`config.mk`:
```
export PLATFORM = sky130hd
export DESIGN_NAME = ifetch_buf_flat
export DESIGN_NICKNAME = d
export VERILOG_FILES = /design/src/rtl/ifetch_buf_if.sv /design/src/rtl/ifetch_buf.sv /design/src/flat_wrapper.sv
export SDC_FILE = /design/constraint.sdc
export NUM_CORES = 1
export LEC_CHECK = 0
export BUFFER_PORTS_ARGS = -buffer_cell sky130_fd_sc_hd__buf_2
export CAP_MARGIN = 25
export CORE_ASPECT_RATIO = 0.6
export CORE_MARGIN = 8
export CORE_UTILIZATION = 59
export CTS_CLUSTER_DIAMETER = 80
export DETAILED_ROUTE_END_ITERATION = 16
export PLACE_DENSITY = 0.8
export SETUP_SLACK_MARGIN = 0.05
export SYNTH_ARGS = -nofsm -noshare
export SYNTH_HDL_FRONTEND = slang
export SYNTH_SLANG_ARGS = --single-unit
```
`constraint.sdc`:
```
create_clock -name clk -period 3.4 [get_ports clk]
set_input_delay 0.17 -clock clk [delete_from_list [all_inputs] [get_ports clk]]
set_output_delay 0.17 -clock clk [all_outputs]
set_load 0.005 [all_outputs]
```
`src/rtl/ifetch_buf_if.sv`:
```
// Fetch-stage bus bundle: redirect from execute, imem req/ack, and the
// instruction valid/ready stream. master = fetch unit, slave = environment.
interface ifetch_buf_if #(
    parameter int AW = 8
);
    logic          redirect;
    logic [31:0]   redirect_pc;
    logic          imem_req;
    logic [AW-1:0] imem_addr;
    logic          imem_ack;
    logic [31:0]   imem_rdata;
    logic          ins_valid;
    logic [31:0]   ins;
    logic [31:0]   ins_pc;
    logic          ins_ready;

    modport master (
        input  redirect, redirect_pc, imem_ack, imem_rdata, ins_ready,
        output imem_req, imem_addr, ins_valid, ins, ins_pc
    );
    modport slave (
        output redirect, redirect_pc, imem_ack, imem_rdata, ins_ready,
        input  imem_req, imem_addr, ins_valid, ins, ins_pc
    );
endinterface

```
`src/rtl/ifetch_buf.sv`:
```
// Instruction prefetch buffer: sequential fetch with req/ack to imem,
// PC-tagged FIFO towards execute, flush and stale-response discard on redirect.
module ifetch_buf #(
    parameter int          DEPTH    = 4,
    parameter int          AW       = 8,
    parameter logic [31:0] RESET_PC = 32'h0000_0000
) (
    input  logic         clk,
    input  logic         rstd,
    ifetch_buf_if.master bus
);
    localparam int PW = $clog2(DEPTH);
    localparam int CW = PW + 1;

    typedef enum logic [1:0] {IDLE, REQ, DISCARD} state_t;
    typedef struct packed {
        logic [31:0] pc;
        logic [31:0] word;
    } entry_t;

    state_t        state_q;
    logic [31:0]   fpc_q;
    logic          req_q;
    logic [AW-1:0] addr_q;
    logic [CW-1:0] count_q, count_d;
    logic [PW-1:0] rd_ptr_q, wr_ptr_q;
    entry_t        mem_q [DEPTH];

    logic ack, push, pop;

    always_comb begin
        ack     = req_q & bus.imem_ack;
        push    = ack & (state_q == REQ) & ~bus.redirect;
        pop     = (count_q != '0) & bus.ins_ready & ~bus.redirect;
        count_d = count_q + CW'(push) - CW'(pop);
    end

    always_ff @(posedge clk or negedge rstd) begin
        if (!rstd) begin
            state_q  <= IDLE;
            fpc_q    <= RESET_PC;
            req_q    <= 1'b0;
            addr_q   <= RESET_PC[AW-1:0];
            count_q  <= '0;
            rd_ptr_q <= '0;
            wr_ptr_q <= '0;
            for (int i = 0; i < DEPTH; i++) mem_q[i] <= '0;
        end else if (bus.redirect) begin
            count_q  <= '0;
            rd_ptr_q <= '0;
            wr_ptr_q <= '0;
            fpc_q    <= bus.redirect_pc;
            // an unacked request must still complete, so its answer is dropped in DISCARD
            case (state_q)
                REQ, DISCARD: begin
                    if (ack) begin
                        req_q   <= 1'b0;
                        state_q <= IDLE;
                    end else begin
                        state_q <= DISCARD;
                    end
                end
                default: state_q <= IDLE;
            endcase
        end else begin
            count_q <= count_d;
            if (push) begin
                mem_q[wr_ptr_q] <= '{pc: fpc_q, word: bus.imem_rdata};
                wr_ptr_q        <= wr_ptr_q + PW'(1);
            end
            if (pop) rd_ptr_q <= rd_ptr_q + PW'(1);
            case (state_q)
                IDLE: begin
                    if (count_q < CW'(DEPTH)) begin
                        req_q   <= 1'b1;
                        addr_q  <= fpc_q[AW-1:0];
                        state_q <= REQ;
                    end
                end
                REQ: begin
                    if (ack) begin
                        fpc_q <= fpc_q + 32'd1;
                        // reserve a slot before issuing so no response can overflow
                        if (count_d < CW'(DEPTH)) begin
                            addr_q <= fpc_q[AW-1:0] + AW'(1);
                        end else begin
                            req_q   <= 1'b0;
                            state_q <= IDLE;
                        end
                    end
                end
                DISCARD: begin
                    if (ack) begin
                        req_q   <= 1'b0;
                        state_q <= IDLE;
                    end
                end
                default: state_q <= IDLE;
            endcase
        end
    end

    assign bus.imem_req  = req_q;
    assign bus.imem_addr = addr_q;
    assign bus.ins_valid = (count_q != '0);
    assign bus.ins       = mem_q[rd_ptr_q].word;
    assign bus.ins_pc    = mem_q[rd_ptr_q].pc;
endmodule

```
`src/flat_wrapper.sv`:
```
// flat-port wrapper written by rule: the top's interface ports become plain ports
module ifetch_buf_flat 
#(
    parameter int          DEPTH    = 4,
    parameter int          AW       = 8,
    parameter logic [31:0] RESET_PC = 32'h0000_0000
)
  (clk, rstd, bus_redirect, bus_redirect_pc, bus_imem_ack, bus_imem_rdata, bus_ins_ready, bus_imem_req, bus_imem_addr, bus_ins_valid, bus_ins, bus_ins_pc);
  ifetch_buf_if #(.AW(AW)) bus_i ();
  input  logic clk;
  input  logic rstd;
  input wire logic [$bits(bus_i.redirect)-1:0] bus_redirect;
  input wire logic [$bits(bus_i.redirect_pc)-1:0] bus_redirect_pc;
  input wire logic [$bits(bus_i.imem_ack)-1:0] bus_imem_ack;
  input wire logic [$bits(bus_i.imem_rdata)-1:0] bus_imem_rdata;
  input wire logic [$bits(bus_i.ins_ready)-1:0] bus_ins_ready;
  output wire logic [$bits(bus_i.imem_req)-1:0] bus_imem_req;
  output wire logic [$bits(bus_i.imem_addr)-1:0] bus_imem_addr;
  output wire logic [$bits(bus_i.ins_valid)-1:0] bus_ins_valid;
  output wire logic [$bits(bus_i.ins)-1:0] bus_ins;
  output wire logic [$bits(bus_i.ins_pc)-1:0] bus_ins_pc;
  assign bus_i.redirect = bus_redirect;
  assign bus_i.redirect_pc = bus_redirect_pc;
  assign bus_i.imem_ack = bus_imem_ack;
  assign bus_i.imem_rdata = bus_imem_rdata;
  assign bus_i.ins_ready = bus_ins_ready;
  assign bus_imem_req = bus_i.imem_req;
  assign bus_imem_addr = bus_i.imem_addr;
  assign bus_ins_valid = bus_i.ins_valid;
  assign bus_ins = bus_i.ins;
  assign bus_ins_pc = bus_i.ins_pc;
  ifetch_buf #(.DEPTH(DEPTH), .AW(AW), .RESET_PC(RESET_PC)) u_core (.clk(clk), .rstd(rstd), .bus(bus_i));
endmodule
```
Yosys cells after proc, flatten, opt, wreduce, memory -nomap -nowiden --
Index checks and enable logic that the tools add are counted.
Storage, ports and cells: bits in registers 306, latch bits 0, memory bits (writable) 0, ROM bits 0, bits of input ports 69, output and inout port bits 74, memories kept 0
Cells by class: add/sub/neg operators 6, $mul 0, div/mod/pow operators 0, $lt $le $gt $ge 5, eq/ne operators 10, shift-type cells 0, multiplexer cells 33, bitwise logic cells 8, reduce and logical (&&, ||, !) cells 15
Operators with widths (number):
- bitwise mux 256 bit | 1
- two-way mux 64 bit | 3
- binary-select mux 64 bit (select 2 bit) | 1
- demux 64 bit (select 2 bit) | 1
- two-way mux 32 bit | 3
- adder 32 x 1 -> 32 bit, second input constant | 1
- two-way mux 8 bit | 3
- two-way mux 2 bit | 11
- case mux 8 bit (2 select lines) | 1
- AND reduction 5 bit | 2
- nonzero test 2 bit | 5
- != test 3 x 2 -> 1 bit, second input constant | 3
- adder 8 x 1 -> 8 bit, second input constant | 1
- greater-or-equal comparator 3 bit, second input constant | 2
- < comparator 3 bit, second input constant | 2
- two-way mux 1 bit | 6
- != test 2 x 1 -> 1 bit, second input constant | 3
- inverter 2 -> 3 bit | 2
- case mux 2 bit (3 select lines) | 1
- AND 1 bit | 5
- adder 2 x 1 -> 2 bit, second input constant | 2
- AND reduction 2 bit | 2
- AND reduction 4 bit | 1
- nonzero test 4 bit | 1
- other kinds (14) | 14

Longest topological paths before layout --
depth in word-level cells 10, mapped depth 14

Least setup slack after synthesis --
No wires, ideal clock.
kind input to register, start point input bus_redirect, end point register u_core.addr_q[0] (netlist: u_core.bus.imem_addr[0]), setup time 0.128 ns, arrival time 2.970 ns, slack 0.302 ns, stages on the path 14, path buffers 4, path through clkbuf_1 > clkbuf_1 > buf_1 > nor2_1 > ha_1 > inv_1 > ha_1 > inv_1 > fa_1 > xnor3_1 > a31oi_1 > a211o_1 > buf_2 > mux2_1
Between the ends: word-level cells in the longest chain between the ends 7
RTL lines:
- start: declaration | line flat_wrapper.sv:12 | input wire logic [$bits(bus_i.redirect)-1:0] bus_redirect;
- inverter 1 bit (no source line) (*)
- AND 1 bit | line ifetch_buf.sv:33 | push = ack & (state_q == REQ) & ~bus.redirect;
- adder 3 x 1 -> 3 bit | line ifetch_buf.sv:35 | count_d = count_q + CW'(push) - CW'(pop);
- subtractor 3 x 1 -> 3 bit | line ifetch_buf.sv:35
- < comparator 3 bit | line ifetch_buf.sv:84 | if (count_d < CW'(DEPTH)) begin
- != test 2 bit (no source line)
- AND reduction 5 bit (no source line) (*)
- end signal: assignment | line ifetch_buf.sv:43 | addr_q <= RESET_PC[AW-1:0];
- end signal: assignment | line ifetch_buf.sv:76 | addr_q <= fpc_q[AW-1:0];
- end signal: assignment | line ifetch_buf.sv:85 | addr_q <= fpc_q[AW-1:0] + AW'(1);
- end: declaration | line ifetch_buf.sv:24 | logic [AW-1:0] addr_q;
Mark *: on every way between the ends. The rest lies on a longest branch, timed or not. A chain may end at the register's enable or synchronous reset.

Final worst setup path --
start point register u_core.count_q[1], end point register u_core.addr_q[3] (netlist: u_core.bus.imem_addr[3])
Between the ends: word-level cells in the longest chain between the ends 7
RTL lines:
- start: declaration | line ifetch_buf.sv:25 | logic [CW-1:0] count_q, count_d;
- start signal: assignment | line ifetch_buf.sv:66 | count_q <= count_d;
- branches (longest 6 deep; another with adder 3 x 1 -> 3 bit)
- AND reduction 5 bit (no source line) (*)
Mark *: on every way between the ends.

==> impl_metrics.csv <==
group,metric,value,unit
clock_network,cts-root-buf,"clkbuf_16",
synthesis,syn_area,14000,sq um
place,hpwl,20.6,mm
clock_network,cts_buffer_depth,3,
die,row_count,43,
synthesis,ys_seq_area_share,54.6,%
synthesis,synth-edff-count,0,
clock_network,numCtsBuffers,28,
global_route,grt_pass1_vias,9416,
clock_network,cts_sinks,306,
die,coreArea,23200,sq um
global_route,overflow,0,
synthesis,synthFlopType,"dfrtp_1",
clock_network,htree_levels,1,
route,drcViolationCount,0,
route,viasPerCell,6.01,
power,leakagePower,0.00813,uW
global_route,grt_use_met1,33.8,%
route,vias,8943,
synthesis,yosysWarnings,0,
place,portBuffers,142,
worst_setup_path,critPathArrivalTime,3570,ps
sta,setup_ws,246,ps
die,pin_count,143,
global_route,grt_util_met2,34.4,%
sta,tightestPinTransition,997,ps
job,drv_cap,0,
route,drt-initial-drc-count,605,
sta,tns,0,ps
die,die_area,29100,sq um
synthesis,synthesis.nets,1052,
clock_network,cts_tree,"built",
sta,fin_skew,14.6,ps
worst_setup_path,path_max_fanout,8,
synthesis,synth-async-reset-ratio,100,%
power,ir_worst_vdd,0.417,mV
power,power_density,634,nW/um^2
die,die_x,215,um
global_route,antenna_found_initial,1,
worst_setup_path,start_kind,"register",
sta,period_needed,3150,ps
synthesis,syn_inst,972,
clock_network,clk_latency,540,ps
die,die_h,135,um
sta,timing.slew.headroom,32.9,%
global_route,gr-usage-met3,4.04,%
worst_setup_path,cp.required,3810,ps
cells_and_area,fin_nets,1233,
route,antenna_left,0,
sta,rsz0062_at_grt,"false",
die,start_util,60.5,%
cells_and_area,syn_to_final_growth,18.4,%
synthesis,postSynthAreaPerCell,14.4,sq um
sta,hold_viol,0,
synthesis,ys_seq_elements,306,
route,wl_per_cell,21.5,um
worst_setup_path,crit_path_end_kind,"register",
global_route,grt_usage,22.5,%
clock_network,post_cts_buffers,0,
outcome,status,"finished, final reports clean",
global_route,grt_pass1_wl,53.2,mm
hold_path,hold_class,"input pin to register",
cells_and_area,drive_above_1_share,23.7,%
global_route,busiest_layer,"met2",
place,post-place-ws,261,ps
route,dr.pass1.iters,5,
clock_network,clk_pin_slew,70,ps
sta,fmax,0.317,GHz
route,wl,32.0,mm
sta,setup_violations,0,
synthesis,synth.distinct_cells,48,
sta,finalMaxSlewViolations,0,
worst_setup_path,path_class,"register to register",
global_route,grt_max_degree,102,
sta,min_period_over_period,92.8,%
place,gp_congestion,0.783,
cell usage in the layout, fill, tap and decap left out, types with 7 or more instances in the layout:
cell             n
a31oi_1         19
o21ai_1         14
xor2_1           7
nand3_1         19
nand4_1         14
o21ai_0         11
buf_4           14
dfrtp_1        304
mux4_2          64
ha_1            10
clkbuf_1        10
mux2_1         256
xnor2_1         12
buf_2          141
o31ai_1         13
inv_1           10
or4_1           14
nand2_1         40
clkbuf_16       29
dlygate4sd3_1   66
or3_1            7
nor2_1          30
worst max-delay path: stages, from the launching register on:
cell	delay [ps]
dfrtp_1	410
or3_1	430
nand2_1	120
nor2_1	50
ha_1	280
inv_1	60
ha_1	130
inv_1	50
fa_1	370
xnor3_1	260
a31oi_1	100
a211o_1	410
mux2_1	350
flip-flops by register name, summed over array words and instances (netlist names):
signal and cells:
u_core.bus.imem_req 1, u_core.fpc_q 32, u_core.rd_ptr_q 2, u_core.wr_ptr_q 2
u_core.mem_q 256, u_core.bus.imem_addr 8, u_core.state_q 2, u_core.count_q 3
report_power, final:
part	internal, uW	switching, uW	total (uW)
Clock	1840	1310	3140
Combinational	1520	1220	2740
Sequential	4230	419	4650
cells by family (layout without fill, tap and decap cells):
logic type | after synthesis | after routing | synth area share [%]
multiplexers | 323 | 323 | 31.1
flip-flops | 306 | 306 | 54.6
AND/OR/NAND/NOR | 155 | 155 | 5.90
buffers and inverters | 88 | 287 | 2.91
AO/OA/AOI/OAI | 69 | 69 | 3.11
XOR/XNOR | 20 | 20 | 1.35
adder cells (fa/ha/maj) | 11 | 11 | 1.04
other | 0 | 1 | 0
per-stage QoR:
step                      power, uW  instance area, sq um  hold slack [ps]  util [%]  cells
after global placement         7320                 15000              234      64.8   1372
final                         10500                 16600             48.8      71.6   1487
after global routing          11100                 16600             68.1      71.6   1487
after CTS                     10600                 16600             31.0      71.6   1486
after floorplan                6240                 14000             -126         -    972
after detailed placement       7410                 15000              236      64.8   1372
layer usage:
| layer | share of wire [%] | up-vias |
|---|---|---|
| li1 | - | 3971 |
| met3 | 5.4 | 34 |
| met5 | 0 | - |
| met1 | 48 | 4684 |
| met4 | 1.6 | 0 |
| met2 | 45 | 254 |
final timing paths:
kind,from,end,slack (ps),cells after the start
max in group asynchronous,rstd,u_core.fpc_q[4],2140,3
setup reg to reg,u_core.count_q[1],u_core.bus.imem_addr[3],250,12
hold / removal,bus_redirect,u_core.rd_ptr_q[0],50,2
min in group asynchronous,rstd,u_core.mem_q[241],230,2
setup / recovery,u_core.count_q[1],u_core.bus.imem_addr[3],250,12
hold reg to reg,u_core.mem_q[122],u_core.mem_q[122],490,1
synthesized netlist by cell type, types with 11 or more instances:
master      n  area [sq um]
nand2_1    44           165
mux2_1    256          2880
xnor2_1    12           105
mux4_2     64          1440
or4_1      14           105
clkbuf_1   24          90.1
o31ai_1    13          97.6
a31oi_1    19           119
nand4_1    14          87.6
o21ai_0    11          55.1
dfrtp_1   306          7660
nor2_1     30           113
nand3_1    19          95.1
o21ai_1    14          70.1
buf_2      43           215
final cells by class:
cell class	instances	area (sq um)
repair buffers	228	1610
flip-flops and latches	306	7660
clock buffers	45	846
clock inverters	3	65.1
diodes	1	2.50
inverters	11	41.3
multi-input cells	578	5980
fillers	1492	6590
well taps	315	394
repair_timing:
| action | 4_1_cts | 5_1_grt |
|---|---|---|
| hold buffers | 66 | 0 |
| hold endpoints to repair | 257 | 0 |
| gates resized for setup | 0 | 0 |
Note: power is estimated with default switching activity, not from simulation.
